## config.mk

```make
export PLATFORM = sky130hd
export DESIGN_NAME = cpe_weight_loader_flat
export DESIGN_NICKNAME = d
export VERILOG_FILES = /design/src/rtl/cpe_pkg.sv /design/src/rtl/cpe_weight_loader_if.sv /design/src/rtl/cpe_wl_addr_gen.sv /design/src/rtl/cpe_weight_loader.sv /design/src/flat_wrapper.sv
export SDC_FILE = /design/constraint.sdc
export NUM_CORES = 1
export LEC_CHECK = 0
export CELL_PAD_IN_SITES_DETAIL_PLACEMENT = 0
export CELL_PAD_IN_SITES_GLOBAL_PLACEMENT = 1
export CORE_ASPECT_RATIO = 0.75
export CORE_UTILIZATION = 39
export CTS_CLUSTER_DIAMETER = 40
export DETAILED_ROUTE_END_ITERATION = 12
export PLACE_DENSITY = 0.79
export SLEW_MARGIN = 10
export SYNTH_ARGS = -nofsm -noshare
export SYNTH_HDL_FRONTEND = slang
export SYNTH_SLANG_ARGS = --single-unit
```

## constraint.sdc

```tcl
create_clock -name clk -period 2.8 [get_ports clk]
set_clock_uncertainty 0.15 [all_clocks]
set_input_delay 0.56 -clock clk [delete_from_list [all_inputs] [get_ports clk]]
set_output_delay 0.56 -clock clk [all_outputs]
set_load 0.02 [all_outputs]
```

## src/rtl/cpe_pkg.sv

```systemverilog
// ----------------------------------------------------------------------------
// cpe_pkg
// Shared definitions for the CPE weight-loader slice.
//   CPE_WEIGHT_WIDTH : width of one compensation weight
//   CPE_DRAIN_CYCLES : cycles spent after the last read (read latency + out reg)
//   cpe_wl_state_e   : loader FSM encoding (IDLE=0, FETCH=1, DRAIN=2, DONE=3)
// ----------------------------------------------------------------------------
package cpe_pkg;

    localparam int unsigned CPE_WEIGHT_WIDTH = 4;
    localparam int unsigned CPE_DRAIN_CYCLES = 2;

    typedef enum logic [1:0] {
        StIdle  = 2'd0,
        StFetch = 2'd1,
        StDrain = 2'd2,
        StDone  = 2'd3
    } cpe_wl_state_e;

endpackage

```

## src/rtl/cpe_weight_loader_if.sv

```systemverilog
// ----------------------------------------------------------------------------
// cpe_weight_loader_if
// Read bus between the weight loader and Compensation_Memory.
//   mem_rd_en   : read strobe (loader -> memory)
//   mem_addr    : read address (loader -> memory)
//   mem_rd_data : read data, valid one cycle after mem_rd_en (memory -> loader)
// Modports: master = loader side, slave = memory side.
// ----------------------------------------------------------------------------
interface cpe_weight_loader_if #(
    parameter int unsigned ADDR_WIDTH = 6
);

    logic                                  mem_rd_en;
    logic [ADDR_WIDTH-1:0]                 mem_addr;
    logic [cpe_pkg::CPE_WEIGHT_WIDTH-1:0]  mem_rd_data;

    modport master (
        output mem_rd_en,
        output mem_addr,
        input  mem_rd_data
    );

    modport slave (
        input  mem_rd_en,
        input  mem_addr,
        output mem_rd_data
    );

endinterface

```

## src/rtl/cpe_wl_addr_gen.sv

```systemverilog
// ----------------------------------------------------------------------------
// cpe_wl_addr_gen
// Captured base address and descending row counter for one column load.
//   clk, rst_n : clock, async active-low reset
//   load_i     : capture base_addr_i and preset the counter to ARRAY_SIZE-1
//   dec_i      : step the counter down by one (held at zero once reached)
//   base_addr_i: address of the row-0 weight
//   addr_o     : base + count, modulo 2^ADDR_WIDTH
//   last_o     : counter is at zero (row-0 read)
// ----------------------------------------------------------------------------
module cpe_wl_addr_gen #(
    parameter int unsigned ARRAY_SIZE = 8,
    parameter int unsigned ADDR_WIDTH = 6
) (
    input  logic                  clk,
    input  logic                  rst_n,
    input  logic                  load_i,
    input  logic                  dec_i,
    input  logic [ADDR_WIDTH-1:0] base_addr_i,
    output logic [ADDR_WIDTH-1:0] addr_o,
    output logic                  last_o
);

    localparam int unsigned CntW = (ARRAY_SIZE > 2) ? $clog2(ARRAY_SIZE) : 1;

    logic [ADDR_WIDTH-1:0] base_q, base_d;
    logic [CntW-1:0]       cnt_q, cnt_d;

    always_comb begin
        base_d = base_q;
        cnt_d  = cnt_q;
        if (load_i) begin
            base_d = base_addr_i;
            cnt_d  = CntW'(ARRAY_SIZE - 1);
        end else if (dec_i && (cnt_q != '0)) begin
            cnt_d = cnt_q - 1'b1;
        end
    end

    always_ff @(posedge clk or negedge rst_n) begin
        if (!rst_n) begin
            base_q <= '0;
            cnt_q  <= '0;
        end else begin
            base_q <= base_d;
            cnt_q  <= cnt_d;
        end
    end

    // Natural truncation of the sum gives the wrap-around address.
    assign addr_o = base_q + ADDR_WIDTH'(cnt_q);
    assign last_o = (cnt_q == '0);

endmodule

```

## src/rtl/cpe_weight_loader.sv

```systemverilog
// ----------------------------------------------------------------------------
// cpe_weight_loader
// Fetches ARRAY_SIZE compensation weights from Compensation_Memory in
// descending address order and shifts them into one CPE column, so that row k
// ends up holding mem[base_addr + k].
//   clk, rst_n                    : clock, async active-low reset
//   start                         : load request, honoured only in IDLE
//   abort                         : cancel an in-flight load (FETCH/DRAIN)
//   base_addr                     : row-0 address, captured on accept
//   mem                           : memory read bus (master side)
//   Compensation_Weight           : registered weight to CPE row 0
//   Compensation_Weight_out_valid : column shift enable
//   busy                          : high in FETCH and DRAIN
//   done                          : one-cycle completion pulse
//   load_count                    : completed-load counter (CPE_WL_PERF_EN only)
// Optional feature macro: CPE_WL_PERF_EN.
// ----------------------------------------------------------------------------
module cpe_weight_loader
    import cpe_pkg::*;
#(
    parameter int unsigned ARRAY_SIZE = 8,
    parameter int unsigned ADDR_WIDTH = 6
) (
    input  logic                        clk,
    input  logic                        rst_n,
    input  logic                        start,
    input  logic                        abort,
    input  logic [ADDR_WIDTH-1:0]       base_addr,
    cpe_weight_loader_if.master         mem,
    output logic [CPE_WEIGHT_WIDTH-1:0] Compensation_Weight,
    output logic                        Compensation_Weight_out_valid,
    output logic                        busy,
    output logic                        done
`ifdef CPE_WL_PERF_EN
    ,
    output logic [15:0]                 load_count
`endif
);

    cpe_wl_state_e              state_q, state_d;
    logic [1:0]                 drain_q, drain_d;
    logic                       rd_en_d1_q, rd_en_d1_d;
    logic                       valid_q, valid_d;
    logic [CPE_WEIGHT_WIDTH-1:0] weight_q, weight_d;

    logic                  accept;
    logic                  kill;
    logic                  fetch;
    logic                  last;
    logic [ADDR_WIDTH-1:0] addr_sum;

    // abort beats a simultaneous start in IDLE.
    assign accept = (state_q == StIdle) && start && !abort;
    assign kill   = abort && ((state_q == StFetch) || (state_q == StDrain));
    assign fetch  = (state_q == StFetch);

    cpe_wl_addr_gen #(
        .ARRAY_SIZE (ARRAY_SIZE),
        .ADDR_WIDTH (ADDR_WIDTH)
    ) u_addr_gen (
        .clk         (clk),
        .rst_n       (rst_n),
        .load_i      (accept),
        .dec_i       (fetch),
        .base_addr_i (base_addr),
        .addr_o      (addr_sum),
        .last_o      (last)
    );

    always_comb begin
        state_d = state_q;
        drain_d = drain_q;
        case (state_q)
            StIdle: begin
                if (accept) state_d = StFetch;
            end
            StFetch: begin
                if (kill) begin
                    state_d = StIdle;
                end else if (last) begin
                    state_d = StDrain;
                    drain_d = '0;
                end
            end
            StDrain: begin
                if (kill) begin
                    state_d = StIdle;
                    drain_d = '0;
                end else if (drain_q == 2'(CPE_DRAIN_CYCLES - 1)) begin
                    state_d = StDone;
                    drain_d = '0;
                end else begin
                    drain_d = drain_q + 2'd1;
                end
            end
            StDone: begin
                state_d = StIdle;
            end
            default: begin
                state_d = StIdle;
            end
        endcase
    end

    // Valid pipeline: rd_en -> rd_en_d1 (data returns) -> registered output.
    // An abort clears both stages at the next edge so no partial shift follows.
    always_comb begin
        rd_en_d1_d = kill ? 1'b0 : fetch;
        valid_d    = rd_en_d1_q && !kill;
        weight_d   = valid_d ? mem.mem_rd_data : weight_q;
    end

    always_ff @(posedge clk or negedge rst_n) begin
        if (!rst_n) begin
            state_q    <= StIdle;
            drain_q    <= '0;
            rd_en_d1_q <= 1'b0;
            valid_q    <= 1'b0;
            weight_q   <= '0;
        end else begin
            state_q    <= state_d;
            drain_q    <= drain_d;
            rd_en_d1_q <= rd_en_d1_d;
            valid_q    <= valid_d;
            weight_q   <= weight_d;
        end
    end

    assign mem.mem_rd_en                 = fetch;
    assign mem.mem_addr                  = fetch ? addr_sum : '0;
    assign Compensation_Weight           = weight_q;
    assign Compensation_Weight_out_valid = valid_q;
    assign busy                          = (state_q == StFetch) || (state_q == StDrain);
    assign done                          = (state_q == StDone);

`ifdef CPE_WL_PERF_EN
    logic [15:0] load_count_q, load_count_d;

    // Only DONE is counted, so aborted loads never reach it.
    always_comb begin
        load_count_d = load_count_q;
        if (done) load_count_d = load_count_q + 16'd1;
    end

    always_ff @(posedge clk or negedge rst_n) begin
        if (!rst_n) begin
            load_count_q <= '0;
        end else begin
            load_count_q <= load_count_d;
        end
    end

    assign load_count = load_count_q;
`endif

endmodule

```

## src/flat_wrapper.sv

```systemverilog
// flat-port wrapper written by rule: the top's interface ports become plain ports
module cpe_weight_loader_flat import cpe_pkg::*;
#(
    parameter int unsigned ARRAY_SIZE = 8,
    parameter int unsigned ADDR_WIDTH = 6
)
  (clk, rst_n, start, abort, base_addr, Compensation_Weight, Compensation_Weight_out_valid, busy, done, mem_mem_rd_en, mem_mem_addr, mem_mem_rd_data);
  cpe_weight_loader_if #(.ADDR_WIDTH(ADDR_WIDTH)) mem_i ();
  input  logic clk;
  input  logic rst_n;
  input  logic start;
  input  logic abort;
  input  logic [ADDR_WIDTH-1:0] base_addr;
  output logic [CPE_WEIGHT_WIDTH-1:0] Compensation_Weight;
  output logic Compensation_Weight_out_valid;
  output logic busy;
  output logic done;
  output wire logic [$bits(mem_i.mem_rd_en)-1:0] mem_mem_rd_en;
  output wire logic [$bits(mem_i.mem_addr)-1:0] mem_mem_addr;
  input wire logic [$bits(mem_i.mem_rd_data)-1:0] mem_mem_rd_data;
  assign mem_mem_rd_en = mem_i.mem_rd_en;
  assign mem_mem_addr = mem_i.mem_addr;
  assign mem_i.mem_rd_data = mem_mem_rd_data;
  cpe_weight_loader #(.ARRAY_SIZE(ARRAY_SIZE), .ADDR_WIDTH(ADDR_WIDTH)) u_core (.clk(clk), .rst_n(rst_n), .start(start), .abort(abort), .base_addr(base_addr), .mem(mem_i), .Compensation_Weight(Compensation_Weight), .Compensation_Weight_out_valid(Compensation_Weight_out_valid), .busy(busy), .done(done));
endmodule
```

==> impl_metrics.yaml <==
run_status:
  outcome: "completed"
placement:
  numPortBuffers: 27
  dp_hpwl_um: 1560
  gp_congestion: 0.774
  dp_slack_ns: 0.0336
setup_path:
  end_kind: "primary output"
  ff2ff_setup_slack_ns: 0.81
  critPathLaunchType: "register"
  arrival_ns: 1.99
  r2r_end: "u_core.state_q[1]"
  cp.required_ns: 2.09
  critical_path_class: "register to primary output"
  r2r_start: "u_core.u_addr_gen.cnt_q[0]"
  path_max_fanout: 3
  reg2regPathDepth: 7
route:
  first_pass_iters: 4
  routed_wl_um: 2020
  ant_nets: 0
  wl_per_cell_um: 13.0
  viasPerCell: 4.85
  drtIter0Drc: 55
  via_count: 757
  drcViolationCount: 0
floorplanning:
  row_count: 15
  initial_utilization_pct: 43.5
  core_area_um2: 2420
  dieHeight_um: 47.0
  io_pins: 28
  die_area_um2: 2920
  die_x_um: 62.0
layout:
  syn_to_final_growth_pct: 31.4
  num_antenna_cells: 0
  fin_nets: 147
  fillCellCount: 209
  final_layout_size_suffix_gt1_share_pct: 18.9
  layout_common_cells: "clkdlybuf4s50_1, dfrtp_1, ha_1"
  final_common_cell: "clkdlybuf4s50_1"
  final_util_pct: 57.2
yosys:
  ys_async_sr_fraction_pct: 100
  synthCells: 91
  synth_area_um2: 1050
  synth_seq_area_share_pct: 45.1
  ys_types: 30
  synth_top_area_share_pct: 45.1
  syn_nets: 115
  synthTopCellsByArea: "dfrtp_1, ha_1, mux2_2, mux2_4, inv_1"
  ys_ff_latch: 19
  synthFlopType: "dfrtp_1"
  synth_largest_area_cell: "dfrtp_1"
  yosys_warnings: 0
  synth_edf_count: 0
  syn_avg_cell_area_um2: 11.6
timing:
  fin_setup_tns_ns: 0
  hold_ws_ns: 0.362
  fin_crit_sh_pct: 96.4
  max_freq_mhz: 371
  hold_viol_final: 0
  setup_viol: 0
  finalCriticalPeriod_ns: 2.70
  relSlewSlack_pct: 76.9
  worst_pin_slew_ns: 0.347
  fin_ws_ns: 0.102
  final-max-slew-violation-count: 0
  rsz0062_at_grt: "false"
clocking:
  cts.htree.levels: 1
  clk_latency_ns: 0.31
  post_cts_buffers: 0
  cts_tree: "done"
  cts_buffers: 3
  clock-root-buffer: "clkbuf_4"
  cts_buffer_depth: 2
  clk_pin_slew_ns: 0.12
  clock-sinks: 19
  cts_hold_buf: 0
hold_path:
  hp-class: "register to register"
  hold-path-cell-count: 1
  whs_endpoint: "u_core.drain_q[1]"
  hold_start: "u_core.drain_q[1]"
power:
  vdd_drop_max_uv: 575
  p_per_area_nw_per_um2: 1270
  p_leak_nw: 0.643
flow_run:
  maxCapViolations: 0
global_route:
  grt_pass1_wl_um: 3440
  antenna_found_initial: 0
  grt_overflow: 0
  grt_pass1_vias: 733
  grt_max_degree: 20
  track_usage_pct: 17.3
synthesized netlist by cell type (3+ instances only):
cell type / instances
mux2_2: 6
nor2_1: 6
mux2_4: 4
nor2b_1: 3
inv_1: 7
ha_1: 9
nand2_1: 4
dfrtp_1: 19
xnor2_1: 3
a21oi_1: 4
flip-flops by register name (all words and copies together) (netlist names):
name	flops
u_core.Compensation_Weight_out_valid	1
u_core.u_addr_gen.base_q	6
u_core.drain_q	2
u_core.state_q	2
u_core.rd_en_d1_q	1
u_core.u_addr_gen.cnt_q	3
u_core.Compensation_Weight	4
logic make-up (layout without fill, tap and decap cells):
group | after synthesis | count (layout) | synth area share [%]
simple gates | 21 | 21 | 10.5
flops | 19 | 19 | 45.1
compound gates | 17 | 17 | 11.3
fa+ha+maj | 10 | 10 | 12.6
mux | 10 | 10 | 12.1
buf+inv | 9 | 40 | 4.28
xor+xnor | 5 | 5 | 4.16
power breakdown:
| part | internal, mW | total, mW | switching, mW | leakage, nW |
|---|---|---|---|---|
| Sequential | 0.405 | 0.497 | 0.0920 | 0.231 |
| Combinational | 0.553 | 1.11 | 0.559 | 0.398 |
| Clock | 0.0545 | 0.148 | 0.0934 | 0.0139 |
| Total | 1.01 | 1.76 | 0.745 | 0.643 |
routing by layer:
metal / part of all wire [%] / GRT usage [%] / up-vias
met4: 1.0 / 5.33 / 0
met3: 7.4 / 6.89 / 5
met2: 42 / 25.7 / 28
met1: 50 / 23.3 / 352
met5: 0 / 0 / -
li1: - / - / 372
area by class of cell:
class / instances / area (µm²) / area share [%]
clock buffers: 3 / 22.5 / 1.63
clock inverters: 1 / 7.51 / 0.542
inverters: 7 / 26.3 / 1.90
multi-input cells: 63 / 536 / 38.7
flip-flops and latches: 19 / 475 / 34.4
well taps: 34 / 42.5 / 3.07
repair buffers: 29 / 274 / 19.8
through the flow:
stage | area [µm²] | power (mW) | std cells
floorplan | 1050 | 1.27 | 91
global placement | 1360 | 1.63 | 152
detailed placement | 1360 | 1.65 | 152
CTS | 1390 | 1.78 | 156
global route | 1380 | 1.93 | 156
finish | 1380 | 1.76 | 156
how the worst max path moves through the flow:
stage,startpoint,end,cells after the start
floorplan,u_core.u_addr_gen.base_q[0],mem_mem_addr[4],6
CTS,u_core.u_addr_gen.base_q[0],mem_mem_addr[4],7
global placement,u_core.u_addr_gen.base_q[0],mem_mem_addr[4],7
global route,u_core.u_addr_gen.base_q[0],mem_mem_addr[2],6
detailed placement,u_core.u_addr_gen.base_q[0],mem_mem_addr[4],7
finish,u_core.u_addr_gen.cnt_q[0],mem_mem_addr[2],6
repair_timing:
item | 4_1_cts | 5_1_grt
gates cloned | 0 | 0
setup endpoints to repair | 5 | 3
resized for setup | 9 | 4
critical path, cell delays in order, from the launching register on:
cell and delay, ns:
dfrtp_1 0.41, ha_2 0.21, fa_1 0.44, buf_4 0.15, xnor2_1 0.11, nor2_1 0.10, clkdlybuf4s15_2 0.27
Power figures use the tool's default switching activity.
